### config.mk
export PLATFORM = sky130hd
export DESIGN_NAME = mp_add_seq
export DESIGN_NICKNAME = d
export VERILOG_FILES = /design/src/rtl/mp_add_seq.sv
export SDC_FILE = /design/constraint.sdc
export NUM_CORES = 1
export LEC_CHECK = 0
export CORE_ASPECT_RATIO = 0.9
export CORE_MARGIN = 2
export CORE_UTILIZATION = 55
export CTS_CLUSTER_SIZE = 24
export DETAILED_ROUTE_END_ITERATION = 10
export PLACE_DENSITY = 0.85
export SLEW_MARGIN = 20
export SYNTH_ARGS = -nofsm -noshare
export SYNTH_HDL_FRONTEND = slang
export SYNTH_SLANG_ARGS = --single-unit
export TNS_END_PERCENT = 50
### constraint.sdc
create_clock -name clk -period 9.48 [get_ports clk]
set_clock_uncertainty 0.2 [all_clocks]
set_input_delay 1.896 -clock clk [delete_from_list [all_inputs] [get_ports clk]]
set_output_delay 1.896 -clock clk [all_outputs]
set_load 0.02 [all_outputs]
### src/rtl/mp_add_seq.sv
// Multi-precision add/subtract sequencer: walks WORDS x N-bit operands LSW first
// through one N-bit adder slice, returning the full result plus NZCV flags.
module mp_add_seq #(
    parameter int N     = 32,
    parameter int WORDS = 4
) (
    input  logic                 clk,
    input  logic                 rst_n,
    input  logic                 in_valid,
    output logic                 in_ready,
    input  logic                 op_sub,
    input  logic [N*WORDS-1:0]   a_in,
    input  logic [N*WORDS-1:0]   b_in,
    output logic                 out_valid,
    input  logic                 out_ready,
    output logic [N*WORDS-1:0]   result,
    output logic                 flag_n,
    output logic                 flag_z,
    output logic                 flag_c,
    output logic                 flag_v,
    output logic                 busy
);

    localparam int IW = (WORDS > 1) ? $clog2(WORDS) : 1;

    typedef enum logic [1:0] {
        IDLE,
        RUN,
        DONE
    } state_t;

    state_t          state;
    state_t          state_next;

    logic [N-1:0]    a_w   [WORDS];
    logic [N-1:0]    b_w   [WORDS];
    logic [N-1:0]    res_w [WORDS];
    logic            op_q;
    logic [IW-1:0]   idx;
    logic            carry;
    logic            zacc;

    logic [N-1:0]    aw;
    logic [N-1:0]    bw;
    logic [N-1:0]    s;
    logic            co;
    logic            last;

    // Single add slice; subtraction is A + ~B with the initial carry set to 1.
    always_comb begin
        aw      = a_w[idx];
        bw      = b_w[idx] ^ {N{op_q}};
        {co, s} = {1'b0, aw} + {1'b0, bw} + {{N{1'b0}}, carry};
        last    = (idx == IW'(WORDS - 1));
    end

    always_comb begin
        state_next = state;
        case (state)
            IDLE:    if (in_valid)  state_next = RUN;
            RUN:     if (last)      state_next = DONE;
            DONE:    if (out_ready) state_next = IDLE;
            default:                state_next = IDLE;
        endcase
    end

    always_ff @(posedge clk or negedge rst_n) begin
        if (!rst_n) begin
            state <= IDLE;
        end else begin
            state <= state_next;
        end
    end

    always_ff @(posedge clk or negedge rst_n) begin
        if (!rst_n) begin
            for (int unsigned i = 0; i < WORDS; i++) begin
                a_w[i]   <= '0;
                b_w[i]   <= '0;
                res_w[i] <= '0;
            end
            op_q   <= 1'b0;
            idx    <= '0;
            carry  <= 1'b0;
            zacc   <= 1'b0;
            flag_n <= 1'b0;
            flag_z <= 1'b0;
            flag_c <= 1'b0;
            flag_v <= 1'b0;
        end else begin
            case (state)
                IDLE: begin
                    if (in_valid) begin
                        for (int unsigned i = 0; i < WORDS; i++) begin
                            a_w[i] <= a_in[i*N +: N];
                            b_w[i] <= b_in[i*N +: N];
                        end
                        op_q  <= op_sub;
                        idx   <= '0;
                        carry <= op_sub;
                        zacc  <= 1'b1;
                    end
                end
                RUN: begin
                    res_w[idx] <= s;
                    carry      <= co;
                    zacc       <= zacc & (s == '0);
                    if (last) begin
                        flag_c <= co;
                        flag_n <= s[N-1];
                        flag_z <= zacc & (s == '0);
                        flag_v <= (aw[N-1] & bw[N-1] & ~s[N-1]) |
                                  (~aw[N-1] & ~bw[N-1] & s[N-1]);
                    end else begin
                        idx <= idx + 1'b1;
                    end
                end
                default: ;
            endcase
        end
    end

    always_comb begin
        result = '0;
        for (int unsigned i = 0; i < WORDS; i++) begin
            result[i*N +: N] = res_w[i];
        end
    end

    assign in_ready  = (state == IDLE);
    assign out_valid = (state == DONE);
    assign busy      = (state == RUN);

endmodule

* Word level (Yosys, flattened, before mapping)
Index checks and enable logic that the tools add are counted.
Widths: inputs -> output; s select.
** Word-level totals
- Register bits :: 395
- Bits of input ports :: 261
- Word-level logic and storage cells :: 73
** Cells by class
- Equal/unequal tests :: 7
- Bitwise operators :: 11
- Reductions and logical operators :: 9
- Order comparisons :: 2
- Multiplexer cells :: 20
- Add/subtract/negate cells :: 3
** Operators by type and width (count)
- $mux 32 :: 5
- $bmux 32 s2 :: 2
- $bwmux 128 :: 1
- $demux 32 s2 :: 1
- $add 32x32->33 :: 1
- $add 33x1->33 :: 1
- $logic_not 32->1 :: 1
- $xor 32x32->32 :: 1
- $mux 2 :: 5
- $pmux 2 s3 :: 1
- $reduce_and 2->1 :: 3
- $reduce_and 3->1 :: 2
- $and 1x1->1 :: 5
- $eq 2x2->1 const B :: 2
- $ne 2x1->1 const B :: 2
- $ne 2x2->1 const B :: 2
- $pmux 1 s2 :: 2
- $pmux 2 s2 :: 1
- $ge 3x3->1 const B :: 1
- $lt 3x1->1 const B :: 1
- $not 1->1 :: 3
- $not 2->3 :: 1
- $add 2x1->2 const B :: 1
- $eq 2x1->1 const B :: 1
- 5 further kinds :: 6

* Depth between registers and ports, before layout
- Depth in word-level cells :: 10
- Depth in mapped cells :: 16
- Depth with buffers taken out :: 14

* Worst setup path before layout
OpenSTA, ideal clock, no wires.
- Path type :: register -> register
- Start :: register idx[0]
- End :: register flag_z
- Path slack :: 4.404 ns
- Arrival :: 4.801 ns
- Stages on the path, launching flop included :: 16
- Library setup time :: 0.074 ns
- Data required time :: 9.206 ns
- Cell sequence :: dfrtp_1 buf_2 clkbuf_1 buf_1 mux4_2 ha_1 buf_4 and4_1 or3b_1 a2111oi_2 or3_4 o211ai_2 xor2_1 nand4_1 or4b_4 o21ai_2
** Between the ends
- Word-level cells in the longest chain between the ends :: 9
- Elaborated cells on any way between the ends :: 14
- Those cells by class :: 2 x add/sub; 1 x eq/ne; 6 x mux; 3 x bitwise; 2 x reduce/logical
** RTL lines
- start: declaration :: line 39 : logic [IW-1:0] idx;
- start signal: assignment :: line 115 : idx <= idx + 1'b1;
- $not 2->3 (not written as such) :: line 51, 52
- $bmux 32 s2 :: line 52 : bw = b_w[idx] ^ {N{op_q}};
- $mux 32 (not written as such) (2 in a row) :: line 52
- $xor 32x32->32 :: line 52
- $add 32x32->33 :: line 53 : {co, s} = {1'b0, aw} + {1'b0, bw} + {{N{1'b0}}, carry};
- $add 33x1->33 :: line 53
- $logic_not 32->1 :: line 111 : flag_z <= zacc & (s == '0);
- $and 1x1->1 :: line 111
- end signal: assignment :: line 111
- end: declaration :: line 18 : output logic flag_z,
Parallel ways exist; a longest one is shown, timed or not. The select of a mux whose other input is x is not followed.
A chain may end at the register's enable or synchronous reset.

* Worst setup path in the final report
Ends and elaborated chain as after synthesis.

==> impl_metrics.toml <==
[logic_synthesis]
synth-seq-cells = 394
seq_area_frac_synth_pct = 53.3
syn_inst = 1977
yosys.area.top_type = "dfrtp_1"
synth_cell_types = 78
synth_area_mm2 = 0.0185
avgSynthCellArea_um2 = 9.35
async_flop_share_pct = 100
synth_area_leaders = "dfrtp_1 (53%), nand2_1 (19%), mux4_2 (7.8%)"
synth_ff_type = "dfrtp_1"
synth_edf_count = 0
synth_nets = 2276
yosys_warnings = 0
synth_common_cells = "nand2_1 (947), dfrtp_1 (394), o21ai_0 (149), clkbuf_1 (92), mux4_2 (64)"
synth_most_common_cell = "nand2_1"
yosys.area.top_type_share_pct = 53.3

[drt]
via_per_inst = 5.74
ant_nets = 0
drc_errors = 0
drt_iter0_markers = 1404
wire_per_inst_um = 20.7
wl_mm = 57.3
vias = 15900
first_pass_iters = 6

[timing]
rsz0062_at_grt = "false"
period_share_pct = 59.6
drv_slew = 0
fmax_ghz = 0.177
setup-tns-final_ns = 0
hold_violations = 0
tightest_slew_ns = 1.06
period_minus_slack_ns = 5.65
layout_setup_ws_ns = 3.83
slew-limit-headroom_pct = 29.2
setup_viol = 0

[floorplan]
die_area_mm2 = 0.0351
start_util_pct = 56.0
dieHeight_um = 178
rows = 63
core_area_mm2 = 0.0330
die_x_um = 197
num_io_pins = 396

[global_routing]
grtUsageTotal_pct = 33.4
grt_antenna_before_repair = 3
grt-ovfl-total = 0
first_global_vias = 15800
grt_start_max_net_pins = 192
grt_pass1_wl_mm = 88.6

[setup_path]
critPathMaxFanout = 46
slowest_stage = "dfrtp_4"
cp_cell_sequence = "buf_4, mux4_2, xor2_1, ha_1, nand4_1, or3b_1, a2111oi_2, or3_4, o211ai_2, xor2_1, nand4_1, or4b_4, o21ai_2"
cp.required_ns = 9.75
end_kind = "flip-flop"
crit_arrival_ns = 5.92
slowest_delay_ns = 1.01
startpoint_type = "flip-flop"
worst-setup-path-type = "flip-flop to flip-flop"
cp_top_family = "simple AND/OR/NAND/NOR gates"
critPathBufInv = 1

[clock_tree]
cts.repair.resized = 0
clockBufferDepth = 3
clk_latency_ns = 0.56
cts_tree = "done"
clkTransAtPathRegs_ns = 0.06
cts_made_buffers = 41
hold_buffers = 0
htree_num_levels = 2
root_buffer = "clkbuf_16"
clkSinkCount = 394
postCtsSetupBuffers = 0

[cells_and_area]
area_delta_synth_final_pct = 30.2
nFillCells = 2261
drive_gt1_share_pct = 8.11
finalNetCount = 2612

[placement]
dpl.hpwl_mm = 42.2
gp_congestion = 0.952
post-place-ws_ns = 3.76
port_buffers = 395

[run]
cap_viol_max_count = 0

[status]
outcome = "completed"

[worst_hold_path]
worstHoldPathType = "flip-flop to flip-flop"
## worst paths after layout
kind / start / end / slack, ns / cells after the start
worst max-delay path: idx[0] / flag_z / 3.83 / 13
worst min-delay path: a_w[32] / a_w[32] / 0.27 / 2
worst max register to register: idx[0] / flag_z / 3.83 / 13
worst min register to register: a_w[32] / a_w[32] / 0.27 / 2
max in group asynchronous: rst_n / b_w[7] / 6.29 / 2
min in group asynchronous: rst_n / a_w[21] / 1.26 / 1
## kinds of logic (layout without fill, tap and decap cells)
kind of cell,after synthesis,in the layout,synth area share [%]
muxes,72,72,8.25
xor gates and xnor gates,46,46,2.18
adders and majority gates,38,38,2.65
other,0,1,0
and+or+nand+nor,1047,1047,22.5
buffers and inverters,130,496,2.73
AOI/OAI and AO/OA,250,250,8.33
DFF,394,394,53.3
## tightest hold or removal path, cell delays in order, from the launching register on
cell	delay (ns)
dfrtp_1	0.34
nand2_1	0.05
nand2_1	0.05
## through the flow
stage                     cell area, um^2  util [%]  cells  hold WS (ns)
after floorplan                     18500         -   1977         0.240
after global placement              22700      68.6   2692         0.252
after detailed placement            22700      68.6   2692         0.259
after CTS                           24100      72.8   2765         0.272
after global routing                24100      72.9   2766         0.296
final                               24100      72.9   2766         0.272
## flip-flops by register name, indices dropped and copies added (netlist names)
register / flops
a_w: 128
b_w: 128
result: 127
idx: 2
state: 2
carry: 1
flag_c: 1
flag_n: 1
flag_v: 1
flag_z: 1
op_q: 1
zacc: 1
## layout make-up
cell class                 count  area [um^2]  share of cell area (%)
tap                          422          528                    2.19
clock buffer                  57         1220                    5.06
inverter                      18         67.6                   0.281
antenna                        1         2.50                  0.0104
multi-input combinational   1453         8150                    33.8
timing repair buffer         405         4070                    16.9
clock inverter                16          171                   0.712
sequential                   394         9870                    41.0
## routing by layer
metal	vias up	part of all wire, %	GRT usage (%)
met4	2	3.4	11.7
met1	7787	41	46.1
met2	777	47	53.6
met3	121	8.4	6.08
met5	-	0.023	0
li1	7192	-	-
## layout by cell type, fill, tap and decap left out, drive strengths merged, types with 4 or more instances in the layout
cell type      synthesis  layout
and3                   6       6
nor3                   7       7
o211ai                 8       8
o21ai                153     153
clkdlybuf4s50          0     394
mux2                   4       4
dfrtp                394     394
nor2                  23      23
xnor2                 12      12
a21oi                 36      36
inv                   18      21
nand4                 12      12
xor2                  34      34
and2                   5       5
a211o                  4       4
mux2i                  4       4
nand3                 11      11
ha                    36      36
clkbuf                93      57
nand2                948     948
or3                   10      10
a21o                  11      11
or2                    6       6
clkinv                 0       9
mux4                  64      64
buf                   19      11
Power is not shown: default switching activity piles up to over one toggle a cycle in this logic, so the estimate is an artifact.
